==> src/rtl/led_pkg.sv <==
// Shared constants and types for the LED PWM driver and its timebase.
package led_pkg;

    localparam int NUM_LEDS         = 8;
    localparam int DUTY_W           = 8;
    localparam int CHAN_W           = 3;
    localparam int PRESCALE_DEFAULT = 195;

    typedef logic [DUTY_W-1:0] duty_t;
    typedef logic [CHAN_W-1:0] chan_t;

endpackage

==> src/rtl/pwm_timebase.sv <==
// Prescaler and 8-bit PWM phase counter; tick marks each step, wrap marks phase 255 -> 0.
module pwm_timebase
    import led_pkg::*;
#(
    parameter int PRESCALE = PRESCALE_DEFAULT
) (
    input  logic  clk_50mhz,
    input  logic  rst,
    output logic  tick,
    output duty_t phase,
    output logic  wrap
);

    localparam int PS_W = (PRESCALE < 1) ? 1 : $clog2(PRESCALE + 1);

    logic [PS_W-1:0] presc;

    assign tick = (presc == PS_W'(PRESCALE));
    assign wrap = tick && (phase == '1);

    always_ff @(posedge clk_50mhz) begin
        if (rst) begin
            presc <= '0;
            phase <= '0;
        end else if (tick) begin
            presc <= '0;
            phase <= phase + duty_t'(1);
        end else begin
            presc <= presc + PS_W'(1);
        end
    end

endmodule

==> src/rtl/led_pwm_driver.sv <==
// Eight-channel active-low LED PWM driver with double-buffered duty registers
// that only take effect at frame boundaries.
module led_pwm_driver
    import led_pkg::*;
#(
    parameter int PRESCALE = PRESCALE_DEFAULT
) (
    input  logic                clk_50mhz,
    input  logic                rst,
    input  logic                wr_valid,
    output logic                wr_ready,
    input  logic [CHAN_W-1:0]   wr_chan,
    input  logic [DUTY_W-1:0]   wr_duty,
    output logic [NUM_LEDS-1:0] led,
    output logic                frame_start
);

    logic                tick;
    logic                wrap;
    duty_t               phase;
    duty_t               phase_next;
    duty_t               pending     [NUM_LEDS];
    duty_t               active      [NUM_LEDS];
    duty_t               active_next [NUM_LEDS];
    logic [NUM_LEDS-1:0] dirty;
    logic [NUM_LEDS-1:0] led_next;
    logic                wr_fire;

    pwm_timebase #(
        .PRESCALE (PRESCALE)
    ) u_timebase (
        .clk_50mhz (clk_50mhz),
        .rst       (rst),
        .tick      (tick),
        .phase     (phase),
        .wrap      (wrap)
    );

    // The commit cycle is the wrap cycle; blocking writes there keeps pending stable while it is copied.
    assign wr_ready   = !rst && !wrap;
    assign wr_fire    = wr_valid && wr_ready;
    assign phase_next = tick ? phase + duty_t'(1) : phase;

    // The LED register is fed from post-edge phase/duty so the lamp tracks the phase register exactly.
    always_comb begin
        led_next = '1;
        for (int unsigned i = 0; i < NUM_LEDS; i++) begin
            active_next[i] = (wrap && dirty[i]) ? pending[i] : active[i];
            led_next[i]    = !(phase_next < active_next[i]);
        end
    end

    always_ff @(posedge clk_50mhz) begin
        if (rst) begin
            for (int unsigned i = 0; i < NUM_LEDS; i++) begin
                pending[i] <= '0;
                active[i]  <= '0;
            end
            dirty       <= '0;
            led         <= '1;
            frame_start <= 1'b0;
        end else begin
            for (int unsigned i = 0; i < NUM_LEDS; i++) begin
                active[i] <= active_next[i];
            end
            if (wrap) begin
                dirty <= '0;
            end
            if (wr_fire) begin
                pending[wr_chan] <= wr_duty;
                dirty[wr_chan]   <= 1'b1;
            end
            led         <= led_next;
            frame_start <= wrap;
        end
    end

endmodule

==> config.mk <==
export PLATFORM = sky130hd
export DESIGN_NAME = led_pwm_driver
export DESIGN_NICKNAME = d
export VERILOG_FILES = /design/src/rtl/led_pkg.sv /design/src/rtl/pwm_timebase.sv /design/src/rtl/led_pwm_driver.sv
export SDC_FILE = /design/constraint.sdc
export NUM_CORES = 1
export LEC_CHECK = 0
export ABC_AREA = 1
export ABC_CLOCK_PERIOD_IN_PS = 2720
export BUFFER_PORTS_ARGS = -buffer_cell sky130_fd_sc_hd__buf_2
export CORE_ASPECT_RATIO = 1.4
export CORE_MARGIN = 10
export CORE_UTILIZATION = 55
export DETAILED_ROUTE_END_ITERATION = 6
export PLACE_DENSITY = 0.75
export REMOVE_ABC_BUFFERS = 1
export SLEW_MARGIN = 5
export SYNTH_ARGS = -nofsm -noshare
export SYNTH_HDL_FRONTEND = slang
export SYNTH_HIERARCHICAL = 1
export SYNTH_SLANG_ARGS = --single-unit
==> constraint.sdc <==
create_clock -name clk_50mhz -period 2.72 [get_ports clk_50mhz]
set_clock_uncertainty 0.15 [all_clocks]
set_input_delay 0.408 -clock clk_50mhz [delete_from_list [all_inputs] [get_ports clk_50mhz]]
set_output_delay 0.408 -clock clk_50mhz [all_outputs]
set_load 0.01 [all_outputs]
## Yosys cells after proc, flatten, opt, wreduce, memory -nomap -nowiden

Memory sizes are Yosys's and may differ from the RTL's.
Index checks and enable logic that the tools add are counted.

| operators by class | value |
|---|---|
| add/subtract/negate cells | 2 |
| order comparisons | 10 |
| equal/unequal tests | 2 |
| muxes and demuxes | 31 |
| bitwise logic cells | 9 |
| reduce and logical (&&, ||, !) cells | 24 |

Operators with widths:

| operator | count |
|---|---|
| 8-bit 2-to-1 mux | 21 |
| 8-bit less-than comparator | 8 |
| 8-bit by 1-bit adder with 8-bit output (second input constant) | 2 |
| 8-bit equality test (second input constant) | 2 |
| 1-bit logical AND | 12 |
| 1-bit zero test | 10 |
| 1-bit 2-to-1 mux | 8 |
| 1-bit bitwise OR | 8 |
| 8-bit bitwise OR | 1 |
| 8-bit OR reduction | 1 |
| 3-bit by 4-bit less-than comparator with 1-bit output (second input constant) | 1 |
| 1-bit demux with 3-bit select | 1 |
| 3-bit by 1-bit >= comparator with 1-bit output (second input constant) | 1 |
| 3-bit 2-to-1 mux | 1 |
| 2-bit OR reduction | 1 |

| storage, ports and cells | value |
|---|---|
| flip-flop bits (word level) | 33 |
| bits in writable memories | 128 |
| output and inout port bits | 10 |
| memories | 2 |

Memory list:

| memory | words | width | read ports | clocked after Yosys merged registers in | wr ports | line | source |
|---|---|---|---|---|---|---|---|
| active | 8 | 8 | 8 | 0 | 8 | led_pwm_driver.sv:23 | `duty_t active [NUM_LEDS];` |
| pending | 8 | 8 | 8 | 0 | 8 | led_pwm_driver.sv:22 | `duty_t pending [NUM_LEDS];` |

## Depth between registers and ports, before layout

Gate-level depths: netlist of run 1.

| depth | value |
|---|---|
| word-level depth | 10 |
| depth in mapped cells | 17 |

## Cells and area by module

Netlist of run 1, hierarchy kept.

By module, submodules not included:

| module | times used | cells an instance | area each (µm²) | sequential area each (µm²) |
|---|---|---|---|---|
| led_pwm_driver | 1 | 709 | 6,692.7 | 3,543.4 |
| pwm_timebase | 1 | 113 | 800.8 | 320.3 |

## Worst setup path after synthesis of run 1

No wires, ideal clock.

| timing | value |
|---|---|
| path kind | register to register |
| start | reg u_timebase.presc[0] |
| end | reg led[2] |
| data arrival time | 2.586 ns |
| data required time | 2.453 ns |
| path slack | -0.133 ns |
| cell stages (with the launch flop) | 14 |
| path buffers | 1 |
| clock period less this slack | 2.853 ns |
| cell sequence | dfxtp_1 ha_1 nand2_1 nor2_4 buf_6 nand2_2 nor2_4 nand2_2 nor3_1 xor2_1 ha_1 a211o_1 a21oi_1 nand2_1 |

| between the ends | value |
|---|---|
| cells in the longest elaborated chain, start to end | 6 |
| elaborated cells on any way between the ends | 7 |
| those cells by class | order compare (1); eq/ne (1); mux (2); reduce/logical (3) |

RTL lines:

| element | line | source |
|---|---|---|
| from (decl) | pwm_timebase.sv:16 | `logic [PS_W-1:0] presc;` |
| from (signal assigned) | pwm_timebase.sv:29 | `presc <= presc + PS_W'(1);` |
| 8-bit equality test * | pwm_timebase.sv:18 | `assign tick = (presc == PS_W'(PRESCALE));` |
| via tick | led_pwm_driver.sv:18 | `logic tick;` |
| 1-bit logical AND | pwm_timebase.sv:19 | `assign wrap = tick && (phase == '1);` |
| 1-bit logical AND | led_pwm_driver.sv:48 | `active_next[i] = (wrap && dirty[i]) ? pending[i] : active[i];` |
| 8-bit 2-to-1 mux | led_pwm_driver.sv:48 |  |
| 8-bit less-than comparator * | led_pwm_driver.sv:49 | `led_next[i] = !(phase_next < active_next[i]);` |
| 1-bit zero test * | led_pwm_driver.sv:49 |  |
| to (signal assigned) | led_pwm_driver.sv:73 | `led <= led_next;` |
| to (decl) | led_pwm_driver.sv:14 | `output logic [NUM_LEDS-1:0] led,` |

Mark *: on every way through the listed nets, which the timed path passes. The rest lies on a longest branch.
A chain may end at the register's enable or synchronous reset.

## Final worst setup path of run 1

| timing | value |
|---|---|
| start | reg u_timebase.phase[0] |
| end | reg led[4] |

| between the ends | value |
|---|---|
| cells in the longest elaborated chain, start to end | 6 |
| elaborated cells on any way between the ends | 8 |
| those cells by class | add/sub (1); order compare (1); eq/ne (1); mux (2); reduce/logical (3) |

RTL lines:

| element | line | source |
|---|---|---|
| from (decl) | pwm_timebase.sv:10 | `output duty_t phase,` |
| from (signal assigned) | pwm_timebase.sv:27 | `phase <= phase + duty_t'(1);` |
| 8-bit equality test | pwm_timebase.sv:19 |  |
| 1-bit logical AND | pwm_timebase.sv:19 |  |
| via wrap | led_pwm_driver.sv:19 | `logic wrap;` |
| 1-bit logical AND | led_pwm_driver.sv:48 |  |
| 8-bit 2-to-1 mux | led_pwm_driver.sv:48 |  |
| 8-bit less-than comparator | led_pwm_driver.sv:49 |  |
| 1-bit zero test | led_pwm_driver.sv:49 |  |

The timed path passes the listed nets, and every way through them passes these cells.

==> metrics, run 1 <==
final setup vio count=0; fraction of registers with async set/reset=0%; die width=118.7 um; Achievable Freq=0.3794 GHz; Most used DFF post-synth=dfxtp_1; most common cell after layout, fill and taps aside=nand2_1; Slew HR=37.17%; CTS sink count=161; Syn-to-layout area delta=20.70%; die area=0.01876 sq mm; layout cells sized above 1=20.59%; TNS Setup=0 ns; Final HPWL DP=11.53 mm; Worst setup EP type=flip-flop; synthesized netlist cell count=822; GR met2 Demand/Resource=32.37%; Ys Warns=6; total chip power=4.984 mW; core area=0.01339 sq mm; simple-gate share of the synthesized area=23.49%; Max Fanout on Critical Path=5; GRT Residual Overflow=0; CTS Root Buffer Type=clkbuf_16; synthesized cell area=0.007493 sq mm; GRT busiest layer=met2; Final Critical Period=2.635 ns; fillcell total=1,054; Pre-antenna DRT Iters=6; worst slew pin tran=0.9358 ns; crit share post-route=96.89%; Final Core Density=67.56%; peak supply drop=0.4819 mV; xor and xnor area share after synthesis=1.052%; count of input and output buffers=23; H-tree lvl count=4; CTS tree=done; EDFF count, synth=64; DRC=0; status=completed; nets@finish=970; CTS max path bufs=2; Pleak=4.271 nW; via count=5,745; drt total wl=17.94 mm; gr usage total=18.39%; Via density=5.213; I/O Pins=24; most frequent cells in the layout=173 x nand2_1, 153 x nor2_1, 90 x inv_1, 90 x dfxtp_1, 64 x edfxtp_1; pwr dens=551.0 mW/mm^2; Routed Antenna Nets=0; first-pass GRT wire length=27.05 mm; synth unique cells=33; worst hold-check path type=in2reg; gpl congestion=0.8652; grt met1 use=21.71%; post-synthesis register bit count=161; Clock transition at path regs=0.06 ns; Mean Syn Cell Area=9.116 sq um; Crit Path Class=reg2reg; WL per Instance=16.28 um; Reg area=0.003875 sq mm; worst path required time=2.87 ns; unrepaired setup endpoints after global routing=true; largest net degree at the start of global routing=42; max_cap viols=0; complex-gate fraction of the synthesized area=3.406%; Num CTS Buffers=17; Die H=158.1 um; post-synthesis adder-cell area fraction=8.516%; Starting DRT DRC Count=434; crit path DAT=2.78 ns; grt met3 use=3.422%; Multi-input gate area=0.003461 sq mm; Initial Utilization=55.97%; sequential area share after synthesis=51.56%; vias in the first global route=5,537; CTS Hold Bufs=0; main combinational cell family by area after synthesis=simple AND/OR/NAND/NOR gates; site row count=50; Clk Latency, worst-skew pair=0.42 ns; Pins Over Slew Limit=0; initial antenna violation count=0; Worst setup SP type=flip-flop; final hold vios=0; post-synthesis mux area share=6.412%
[layout make-up]
cell class	count	share of cell area [%]
flip-flops and latches	161	42.84
multi-input cells	558	38.26
repair buffers	76	6.460
clock buffers	22	5.132
inverters	91	3.776
well taps	182	2.518
clock inverters	10	0.9545
diodes	2	0.05533
[cells by family after synthesis]
kind of cell               after synthesis
buffers and inverters                  103
muxes                                   48
xor gates and xnor gates                 9
adders and majority gates               51
DFF                                    161
and+or+nand+nor                        405
AOI/OAI and AO/OA                       45
[registers in the layout (all words and copies together) (netlist names)]
register	count
active	64
u_timebase/presc	8
dirty	8
pending	64
u_timebase/phase	8
led	8
frame_start	1
[report_power, final]
| part | total [mW] | internal [mW] | switching [mW] |
|---|---|---|---|
| Sequential | 2.61 | 2.58 | 0.0316 |
| Combinational | 0.152 | 0.0385 | 0.114 |
| Clock | 2.22 | 1.30 | 0.925 |
| Total | 4.98 | 3.91 | 1.07 |
[per-layer routing]
| metal | share of wire (%) | vias to the layer above |
|---|---|---|
| met5 | 0 | - |
| met3 | 5.3 | 38 |
| met2 | 51 | 152 |
| met4 | 2.6 | 0 |
| li1 | - | 2819 |
| met1 | 41 | 2736 |
[through the flow]
step	cells	setup WS (ns)	hold WS [ns]	cell area, sq um
floorplan	810	-0.9032	0.2679	7418
global placement	1058	0.06560	0.2793	8112
detailed placement	1058	0.02341	0.2950	8112
CTS	1090	0.003824	0.2408	8666
global route	1100	-0.05139	0.2494	9040
finish	1102	0.08460	0.2451	9045
[worst max-delay path, stage by stage, from the launching register on]
cell,delay [ns]
dfxtp_2,0.33
ha_2,0.19
nand3_2,0.11
nor2_4,0.15
nand3_4,0.09
nor2_4,0.21
buf_12,0.17
nand2_4,0.08
buf_4,0.18
mux2i_1,0.19
ha_1,0.27
a21oi_1,0.14
nand2_1,0.08
nand2_1,0.07
nand2_1,0.08
[worst paths after layout]
kind | from | end | slack, ns | cells past startpoint
setup / recovery | u_timebase/phase[0] | led[4] | 0.08 | 14
hold / removal | rst | dirty[3] | 0.25 | 4
setup reg to reg | u_timebase/phase[0] | led[4] | 0.08 | 14
hold reg to reg | dirty[7] | dirty[7] | 0.35 | 2
[Yosys cell counts, types with 2 or more instances]
| cell type | number | area share, % |
|---|---|---|
| nand2_8 | 2 | 0.53 |
| ha_1 | 51 | 8.5 |
| nand3_2 | 2 | 0.27 |
| edfxtp_1 | 64 | 26 |
| buf_6 | 3 | 0.45 |
| a211o_1 | 8 | 0.94 |
| a21oi_1 | 27 | 1.8 |
| o21ai_1 | 8 | 0.53 |
| dfxtp_1 | 97 | 26 |
| buf_1 | 4 | 0.20 |
| xnor2_1 | 3 | 0.35 |
| buf_2 | 3 | 0.20 |
| nor2_1 | 156 | 7.8 |
| nor2_4 | 5 | 0.75 |
| nand4_1 | 3 | 0.25 |
| xor2_1 | 6 | 0.70 |
| nand3_1 | 26 | 1.7 |
| mux2i_1 | 48 | 6.4 |
| inv_1 | 90 | 4.5 |
| nand2_1 | 176 | 8.8 |
| o21ai_0 | 2 | 0.13 |
| nand2_2 | 27 | 2.3 |
[repair_timing]
| item | 4_1_cts | 5_1_grt |
|---|---|---|
| hold endpoints to repair | 0 | 0 |
| pin swaps | 0 | 11 |
| setup endpoints to repair | 1 | 16 |
| setup buffers | 0 | 8 |
| cloned | 0 | 2 |
| resized for setup | 1 | 60 |
No activity file was read; power rests on OpenSTA's default activity.
==> run 2, diff against run 1 <==
--- a/config.mk
+++ b/config.mk
@@ -8,11 +8,13 @@
 export ABC_AREA = 1
 export ABC_CLOCK_PERIOD_IN_PS = 2720
 export BUFFER_PORTS_ARGS = -buffer_cell sky130_fd_sc_hd__buf_2
+export CELL_PAD_IN_SITES_DETAIL_PLACEMENT = 1
+export CELL_PAD_IN_SITES_GLOBAL_PLACEMENT = 2
 export CORE_ASPECT_RATIO = 1.4
 export CORE_MARGIN = 10
-export CORE_UTILIZATION = 55
+export CORE_UTILIZATION = 36
 export DETAILED_ROUTE_END_ITERATION = 6
-export PLACE_DENSITY = 0.75
+export PLACE_DENSITY_LB_ADDON = 0.1
 export REMOVE_ABC_BUFFERS = 1
 export SLEW_MARGIN = 5
 export SYNTH_ARGS = -nofsm -noshare
==> run 2 against run 1 <==
  * Die area up 44%
  * Cell area up 2.1%
  * Critical path depth up 2
  * Sequential cell count unchanged
  * Wire length up 18%
  * Clock power up 5%
  * Non-clock buffer count up 1
  * Power up 2.6%
  * Largest power group unchanged
  * Highest routed layer unchanged
==> metrics, run 2 (same netlist as run 1, synthesis figures left out) <==
status=completed; Syn-to-layout area delta=23.29%; Pins Over Slew Limit=0; WL per Instance=18.05 um; pwr dens=553.3 mW/mm^2; gpl congestion=0.7536; drt total wl=21.21 mm; CTS max path bufs=2; Final Critical Period=2.600 ns; dpl cells=1,135; CTS tree=done; Worst setup EP type=flip-flop; Final HPWL DP=14.49 mm; nets@finish=971; worst slew pin tran=0.8546 ns; Finished Layout Cells=1,175; H-tree lvl count=4; DRC=0; CTS Hold Bufs=0; die area=0.02707 sq mm; Pre-antenna DRT Iters=4; crit share post-route=95.59%; initial antenna violation count=0; CTS sink count=161; Area after DPL=0.008264 sq mm; peak supply drop=0.4061 mV; vias in the first global route=5,977; total chip power=5.112 mW; final setup vio count=0; Pleak=4.268 nW; GRT Residual Overflow=0; Initial Utilization=36.59%; Clock transition at path regs=0.07 ns; Starting DRT DRC Count=241; worst hold-check path type=in2reg; Clk Latency, worst-skew pair=0.43 ns; gr usage total=15.92%; fillcell total=2,342; largest net degree at the start of global routing=70; TNS Setup=0 ns; count of input and output buffers=23; die width=141.9 um; Crit Path Class=reg2reg; Worst setup SP type=flip-flop; largest registers=active (64), pending (64); core area=0.02048 sq mm; layout cells sized above 1=20.24%; Routed Antenna Nets=0; via count=5,741; site row count=62; crit path DAT=2.77 ns; Slew HR=42.61%; Achievable Freq=0.3846 GHz; max_cap viols=0; I/O Pins=24; final hold vios=0; most common cell after layout, fill and taps aside=nand2_1; CTS Root Buffer Type=clkbuf_16; design area=0.009239 sq mm; Via density=4.886; Die H=190.7 um; most frequent cells in the layout=175 x nand2_1, 153 x nor2_1, 93 x dfxtp_1, 90 x inv_1, 64 x edfxtp_1; n_diodes=0; worst path required time=2.88 ns; Num CTS Buffers=17; Final Core Density=45.11%; first-pass GRT wire length=32.69 mm; Max Fanout on Critical Path=7
==> run 2: cell count changes in the layout (fill, tap and decap cells not counted), sizes merged <==
cell,previous run,this run
inv,91,92
buf,74,76
bufinv,1,2
clkbuf,24,20
diode,2,0
clkinvlp,2,3
==> run 2: final cells by class <==
| type | instances | area (sq um) | area share, % |
|---|---|---|---|
| multi-input cells | 558 | 3513 | 38.03 |
| clock inverters | 13 | 138.9 | 1.503 |
| inverters | 91 | 341.6 | 3.697 |
| repair buffers | 77 | 623.1 | 6.744 |
| clock buffers | 19 | 432.9 | 4.686 |
| well taps | 256 | 320.3 | 3.467 |
| flip-flops and latches | 161 | 3869 | 41.87 |
==> run 2: power by group <==
group          switching (mW)  internal [mW]
clock                   0.988           1.35
sequential             0.0321           2.58
combinational           0.126         0.0396
total                    1.15           3.97
==> run 2: worst max-delay path: stages (launching register included) <==
cell     delay, ns
dfxtp_1       0.34
ha_2          0.19
nand3_2       0.11
nor2_4        0.14
nand3_2       0.10
nor2_4        0.18
buf_12        0.18
nand2_4       0.09
buf_12        0.15
mux2i_4       0.18
ha_1          0.31
nand2_1       0.08
nand2_1       0.05
nand2_1       0.07
nand2_1       0.05
nand2_1       0.06
nand2_1       0.05
==> run 2: routing by layer <==
layer / up-vias / wire length, um / GRT usage, %
met2: 64 / 11120 / 27.93
met1: 2835 / 9149 / 19.06
met4: 0 / 337 / 5.122
met5: - / 0 / 0
li1: 2823 / - / -
met3: 19 / 606 / 2.991
==> run 2: what timing repair did <==
item | 4_1_cts | 5_1_grt
buffers inserted | 0 | 8
resized for setup | 1 | 63
cloned | 0 | 1
endpoints found under the setup margin | 1 | 9
hold endpoints to repair | 0 | 0
pin swaps | 0 | 7
==> run 2: metrics by stage <==
stage | setup slack, ns | hold WS [ns]
floorplan | -0.9032 | 0.2679
global placement | 0.08976 | 0.2807
detailed placement | 0.01296 | 0.2911
CTS | 0.002558 | 0.2582
global route | -0.01275 | 0.2747
finish | 0.1198 | 0.2586
==> run 2: final timing paths <==
kind / start / to / slack, ns / depth (start not counted)
max reg2reg: u_timebase/phase[1] / led[0] / 0.12 / 16
min: rst / active[1][20] / 0.26 / 2
min reg2reg: u_timebase/presc[0] / u_timebase/presc[0] / 0.30 / 1
max: u_timebase/phase[1] / led[0] / 0.12 / 16
